$ cat src/rtl/csa_pkg.sv
// Shared constants for the carry-select adder/subtractor datapath and the
// stream blocks that sit next to it.
package csa_pkg;

  // Route encoding, identical to the 2:1 select mux polarity.
  localparam logic SEL_A = 1'b1;
  localparam logic SEL_B = 1'b0;

  // Default widths shared with the adder/subtractor blocks.
  localparam int DEF_WIDTH = 8;
  localparam int DEF_CNT_W = 16;

  // Buffer depth used by the stream buffers.
  localparam int BUF_DEPTH = 2;

  // Occupancy encoding width for a 2-entry buffer (0, 1 or 2).
  typedef logic [1:0] occ_t;

  // True when an occupancy value leaves room for another beat.
  function automatic logic has_room(input occ_t occ);
    return (occ < occ_t'(BUF_DEPTH));
  endfunction

endpackage

$ cat src/rtl/demux_1into2_stream_buf2.sv
// stream_buf2: in-order 2-entry FIFO built as a head register plus one tail
// register. The head register is the output, so head_data keeps its last
// value after the buffer drains and is 0 after reset.
module stream_buf2
  import csa_pkg::*;
#(
  parameter int WIDTH = DEF_WIDTH
) (
  input  logic             clk,
  input  logic             rst,
  input  logic             push,
  input  logic [WIDTH-1:0] push_data,
  input  logic             pop,
  output logic [WIDTH-1:0] head_data,
  output occ_t             occupancy,
  output logic             full,
  output logic             empty
);

  logic [WIDTH-1:0] head_reg, head_next;
  logic [WIDTH-1:0] tail_reg, tail_next;
  occ_t             occ_reg, occ_next;
  logic             do_push;
  logic             do_pop;

  // Push into a full buffer or pop from an empty one is discarded.
  assign do_push = push && has_room(occ_reg);
  assign do_pop  = pop && (occ_reg != 2'd0);

  // Next-state: shift the tail forward on pop, place the new beat behind the head.
  always_comb begin
    head_next = head_reg;
    tail_next = tail_reg;
    occ_next  = occ_reg;
    case ({do_push, do_pop})
      2'b10: begin
        if (occ_reg == 2'd0) head_next = push_data;
        else                 tail_next = push_data;
        occ_next = occ_reg + 2'd1;
      end
      2'b01: begin
        // At occupancy 1 the head is simply left in place (holds last value).
        if (occ_reg == 2'd2) head_next = tail_reg;
        occ_next = occ_reg - 2'd1;
      end
      2'b11: begin
        if (occ_reg == 2'd1) begin
          head_next = push_data;
        end else begin
          head_next = tail_reg;
          tail_next = push_data;
        end
      end
      default: ;
    endcase
  end

  // State registers, cleared on reset so stale beats are dropped.
  always_ff @(posedge clk) begin
    if (rst) begin
      head_reg <= '0;
      tail_reg <= '0;
      occ_reg  <= 2'd0;
    end else begin
      head_reg <= head_next;
      tail_reg <= tail_next;
      occ_reg  <= occ_next;
    end
  end

  assign head_data = head_reg;
  assign occupancy = occ_reg;
  assign full      = !has_room(occ_reg);
  assign empty     = (occ_reg == 2'd0);

endmodule

$ cat src/rtl/demux_1into2_stream.sv
// demux_1into2_stream: registered 1-to-2 stream demultiplexer. Each accepted
// beat goes to A (select_line=1) or B (select_line=0) through its own
// 2-entry buffer; per-output counters track delivered beats.
// Channel index 1 is output A, index 0 is output B (matches the select value).
module demux_1into2_stream
  import csa_pkg::*;
#(
  parameter int WIDTH = DEF_WIDTH,
  parameter int CNT_W = DEF_CNT_W
) (
  input  logic             clk,
  input  logic             rst,
  input  logic [WIDTH-1:0] in_data,
  input  logic             select_line,
  input  logic             in_valid,
  output logic             in_ready,
  output logic [WIDTH-1:0] out_a_data,
  output logic             out_a_valid,
  input  logic             out_a_ready,
  output logic [WIDTH-1:0] out_b_data,
  output logic             out_b_valid,
  input  logic             out_b_ready,
  output logic [CNT_W-1:0] beats_a,
  output logic [CNT_W-1:0] beats_b
);

  logic [1:0]       full_w;
  logic [1:0]       empty_w;
  logic [1:0]       push_w;
  logic [1:0]       pop_w;
  logic [1:0]       ready_w;
  occ_t             occ_w  [2];
  logic [WIDTH-1:0] head_w [2];
  logic             accept;

  // Ready depends on occupancy only, never on the payload or route.
  assign in_ready = !rst && !full_w[0] && !full_w[1];
  assign accept   = in_valid && in_ready;
  assign ready_w  = {out_a_ready, out_b_ready};

  generate
    for (genvar gi = 0; gi < 2; gi++) begin : g_chan
      localparam logic ROUTE = (gi == 1) ? SEL_A : SEL_B;

      logic [CNT_W-1:0] cnt_reg;

      assign push_w[gi] = accept && (select_line == ROUTE);
      assign pop_w[gi]  = !rst && !empty_w[gi] && ready_w[gi];

      stream_buf2 #(
        .WIDTH(WIDTH)
      ) u_buf (
        .clk      (clk),
        .rst      (rst),
        .push     (push_w[gi]),
        .push_data(in_data),
        .pop      (pop_w[gi]),
        .head_data(head_w[gi]),
        .occupancy(occ_w[gi]),
        .full     (full_w[gi]),
        .empty    (empty_w[gi])
      );

      // Delivered-beat counter; wraps naturally at 2^CNT_W.
      always_ff @(posedge clk) begin
        if (rst) cnt_reg <= '0;
        else if (pop_w[gi]) cnt_reg <= cnt_reg + 1'b1;
      end
    end
  endgenerate

  assign out_a_data  = head_w[1];
  assign out_a_valid = (occ_w[1] != 2'd0);
  assign out_b_data  = head_w[0];
  assign out_b_valid = (occ_w[0] != 2'd0);
  assign beats_a     = g_chan[1].cnt_reg;
  assign beats_b     = g_chan[0].cnt_reg;

endmodule
$ cat config.mk
export PLATFORM = sky130hd
export DESIGN_NAME = demux_1into2_stream
export DESIGN_NICKNAME = d
export VERILOG_FILES = /design/src/rtl/csa_pkg.sv /design/src/rtl/demux_1into2_stream_buf2.sv /design/src/rtl/demux_1into2_stream.sv
export SDC_FILE = /design/constraint.sdc
export NUM_CORES = 1
export LEC_CHECK = 0
export BUFFER_PORTS_ARGS = -buffer_cell sky130_fd_sc_hd__clkbuf_2
export CAP_MARGIN = 20
export CORE_UTILIZATION = 47
export DETAILED_ROUTE_END_ITERATION = 12
export PLACE_DENSITY = 0.7
export RECOVER_POWER = 50
export SKIP_LAST_GASP = 1
export SLEW_MARGIN = 40
export SYNTH_ARGS = -nofsm -noshare
export SYNTH_HDL_FRONTEND = slang
export SYNTH_HIERARCHICAL = 1
export SYNTH_SLANG_ARGS = --single-unit
$ cat constraint.sdc
create_clock -name clk -period 2.9 [get_ports clk]
set_input_delay 0.145 -clock clk [delete_from_list [all_inputs] [get_ports clk]]
set_output_delay 0.145 -clock clk [all_outputs]
set_load 0.05 [all_outputs]
==> metrics.md <==
| Metric | Value |
|---|---|
| Hold buffer count at cts | `0` |
| Ant diodes | `0` |
| # rows | `30` |
| Post-Syn Area | `3318 µm²` |
| CTS Buf Count | `9` |
| Synth Area in Compound Gates | `13.20%` |
| Pre-CTS setup slack | `0.3274 ns` |
| Post-CTS Resized | `0` |
| Skew-Pair Late Insertion Delay | `0.34 ns` |
| Slew Viols, Final | `0` |
| CTS root buffer | `clkbuf_8` |
| Core outline area | `6794 µm²` |
| Setup crit start kind | `register` |
| CTS H-tree lvls | `3` |
| Die Y-Extent | `86.03 µm` |
| Final antenna-violating net count | `0` |
| Nets | `453` |
| Total GRT Usage | `19.99%` |
| Via/cell ratio | `5.214` |
| Kind of critical path | `register to register` |
| Largest family of logic cells by synthesized area | `simple AND/OR/NAND/NOR gates` |
| Final wirelength | `6.994 mm` |
| Mean post-synth cell area | `9.295 µm²` |
| Initial DRC Count | `84` |
| I/O Buffers | `64` |
| Wire per inst | `13.35 µm` |
| Endpoint class of the critical path | `register` |
| Post-synthesis simple-gate area fraction | `24.25%` |
| Status | `completed` |
| XOR/XNOR Fraction of Synth Area | `5.543%` |
| Adder-Cell Fraction of Synth Area | `6.033%` |
| Initial Utilization | `48.84%` |
| First drt pass iteration count | `4` |
| Initial antenna violation count | `0` |
| Peak VDD IR | `403.7 µV` |
| RSZ-0062 raised after global routing | `no` |
| First-pass GRT wire length | `11.72 mm` |
| TNS Setup | `0 ns` |
| Critical path required time | `3.16 ns` |
| Post-Syn Nets | `387` |
| Synth Instances | `357` |
| Placer Congestion | `0.7394` |
| Post-synthesis mux area share | `5.468%` |
| Yosys warning total | `6` |
| Finish-stage setup viols | `0` |
| Static Leak | `1.513 nW` |
| Slew HR | `56.07%` |
| Worst Reg2Reg Path Length in Cells | `11` |
| Final count of hold timing violations | `0` |
| Clock slew at reported path FFs | `0.07 ns` |
| Post-CTS Setup Bufs | `0` |
| Final core occ | `57.16%` |
| MaxCap Viol Count | `0` |
| Final WS setup | `0.2933 ns` |
| Crit path max fanout | `8` |
| Synth cell types | `47` |
| CP arrival | `2.87 ns` |
| Max Clock Freq | `383.6 MHz` |
| Final Skew | `0.01159 ns` |
| DRC violations left | `0` |
| Register area share after synthesis | `41.03%` |
| Die Area | `7400 µm²` |
| Die W | `86.03 µm` |
| Tcrit/Tclk final | `89.89%` |
| Vias | `2732` |
| Clock sink count | `68` |
| Hold crit path type | `input port to register` |
| Max Root-Sink Buffers | `2` |
| Slew @ Worst Pin | `0.6618 ns` |
| CTS tree | `yes` |
| Largest net degree at the start of global routing | `27` |
| Overflow after GRT | `0` |
| Seq cells post-synth | `68` |
| Share of cells above drive strength 1 | `12.62%` |
| PwrDens | `571.7 nW/µm²` |
| Syn-to-layout area delta | `17.04%` |
| Vias in the first global route | `2559` |
| Tmin final | `2.607 ns` |
| Placed wire-length estimate | `5.046 mm` |
| I/O Pins | `65` |
| Hold path depth | `3` |
[synthesized netlist by cell type, drive strengths merged]
| library cell | instances | area (µm²) |
|---|---|---|
| o21ai | 5 | 25.02 |
| and4 | 2 | 17.52 |
| nor2 | 59 | 221.5 |
| dfxtp | 68 | 1361 |
| or4 | 5 | 37.54 |
| nand2b | 5 | 53.80 |
| or3 | 4 | 25.02 |
| nor3b | 2 | 15.01 |
| or2 | 4 | 25.03 |
| inv | 17 | 63.81 |
| nand4 | 8 | 56.30 |
| nand4b | 2 | 23.77 |
| mux2 | 1 | 11.26 |
| and4b | 1 | 10.01 |
| and3 | 3 | 18.77 |
| mux2i | 17 | 170.2 |
| nand2 | 16 | 65.06 |
| ha | 16 | 200.2 |
| nor3 | 23 | 115.1 |
| a221oi | 16 | 140.1 |
| nor2b | 3 | 18.77 |
| and3b | 2 | 17.52 |
| o31ai | 4 | 30.03 |
| xor2 | 10 | 87.58 |
| o22a | 2 | 20.02 |
| nand3b | 1 | 7.510 |
| a211oi | 4 | 30.03 |
| a31o | 2 | 17.52 |
| xnor2 | 11 | 96.34 |
| a21oi | 14 | 92.59 |
| buf | 6 | 53.79 |
| clkbuf | 6 | 22.52 |
| and4bb | 1 | 12.51 |
| nor4 | 3 | 18.77 |
| o22ai | 2 | 40.04 |
| o211ai | 2 | 42.54 |
| nand3 | 9 | 45.04 |
| dlygate4sd1 | 1 | 8.760 |
[logic make-up (layout without fill, tap and decap cells)]
| kind of cell | count (synthesis) | count (layout) |
|---|---|---|
| xor gates and xnor gates | 21 | 21 |
| DFF | 68 | 68 |
| muxes | 18 | 18 |
| buffers and inverters | 30 | 101 |
| AOI/OAI and AO/OA | 51 | 51 |
| adders and majority gates | 16 | 16 |
| and+or+nand+nor | 153 | 153 |
[area by class of cell]
class	instances	area [µm²]
multi-input cells	259	1802
flip-flops and latches	68	1361
well taps	96	120.1
fillers	641	2910
clock inverters	4	95.09
clock buffers	12	155.1
inverters	17	63.81
repair buffers	68	286.5
[worst max-delay path, stage by stage, from the launching register on]
cell      delay (ns)
dfxtp_1         0.40
inv_1           0.12
ha_1            0.27
nor2b_1         0.30
nor2b_1         0.27
nand2b_4        0.10
inv_2           0.13
ha_1            0.26
nand2b_1        0.12
a21oi_4         0.25
a221oi_1        0.13
nor3_1          0.18
[per-stage QoR]
step | instances | instance area [µm²] | total power (W) | hold slack (ns)
global placement | 508 | 3704 | 0.001272 | 0.4400
detailed placement | 508 | 3704 | 0.001276 | 0.4450
CTS | 524 | 3954 | 0.002251 | 0.08060
global route | 524 | 3884 | 0.002322 | 0.08477
floorplan | 357 | 3318 | 0.001212 | 0.2889
finish | 524 | 3884 | 0.002220 | 0.09478
[placed cells by master, fill, tap and decap left out, types with 13 or more instances in the layout]
master    instances
dfxtp_1          68
nor2_1           59
clkbuf_1         52
nor3_1           23
mux2i_1          17
ha_1             16
a221oi_1         16
inv_1            15
nand2_1          14
clkbuf_2         13
[final timing paths]
path,start,to,slack (ns)
max,g_chan[1].u_buf/occupancy[1],g_chan[1].u_buf/head_data[4],0.29
min,in_data[7],g_chan[0].u_buf/tail_reg[7],0.09
max reg2reg,g_chan[1].u_buf/occupancy[1],g_chan[1].u_buf/head_data[4],0.29
min reg2reg,g_chan[0].u_buf/head_data[7],g_chan[0].u_buf/head_data[7],0.49
[per-layer routing]
layer  part of all wire, %  track usage (%)
met1                    48            25.30
met2                    47            32.25
met3                   3.8            5.005
met4                   1.4            8.636
met5                     0                0
[power by group]
group	switching (W)	leakage (nW)	internal, W
registers	0.0000191	0.551	0.000964
logic	0.000184	0.836	0.0000798
clock network	0.000356	0.127	0.000618
No activity file was read; power rests on OpenSTA's default activity.
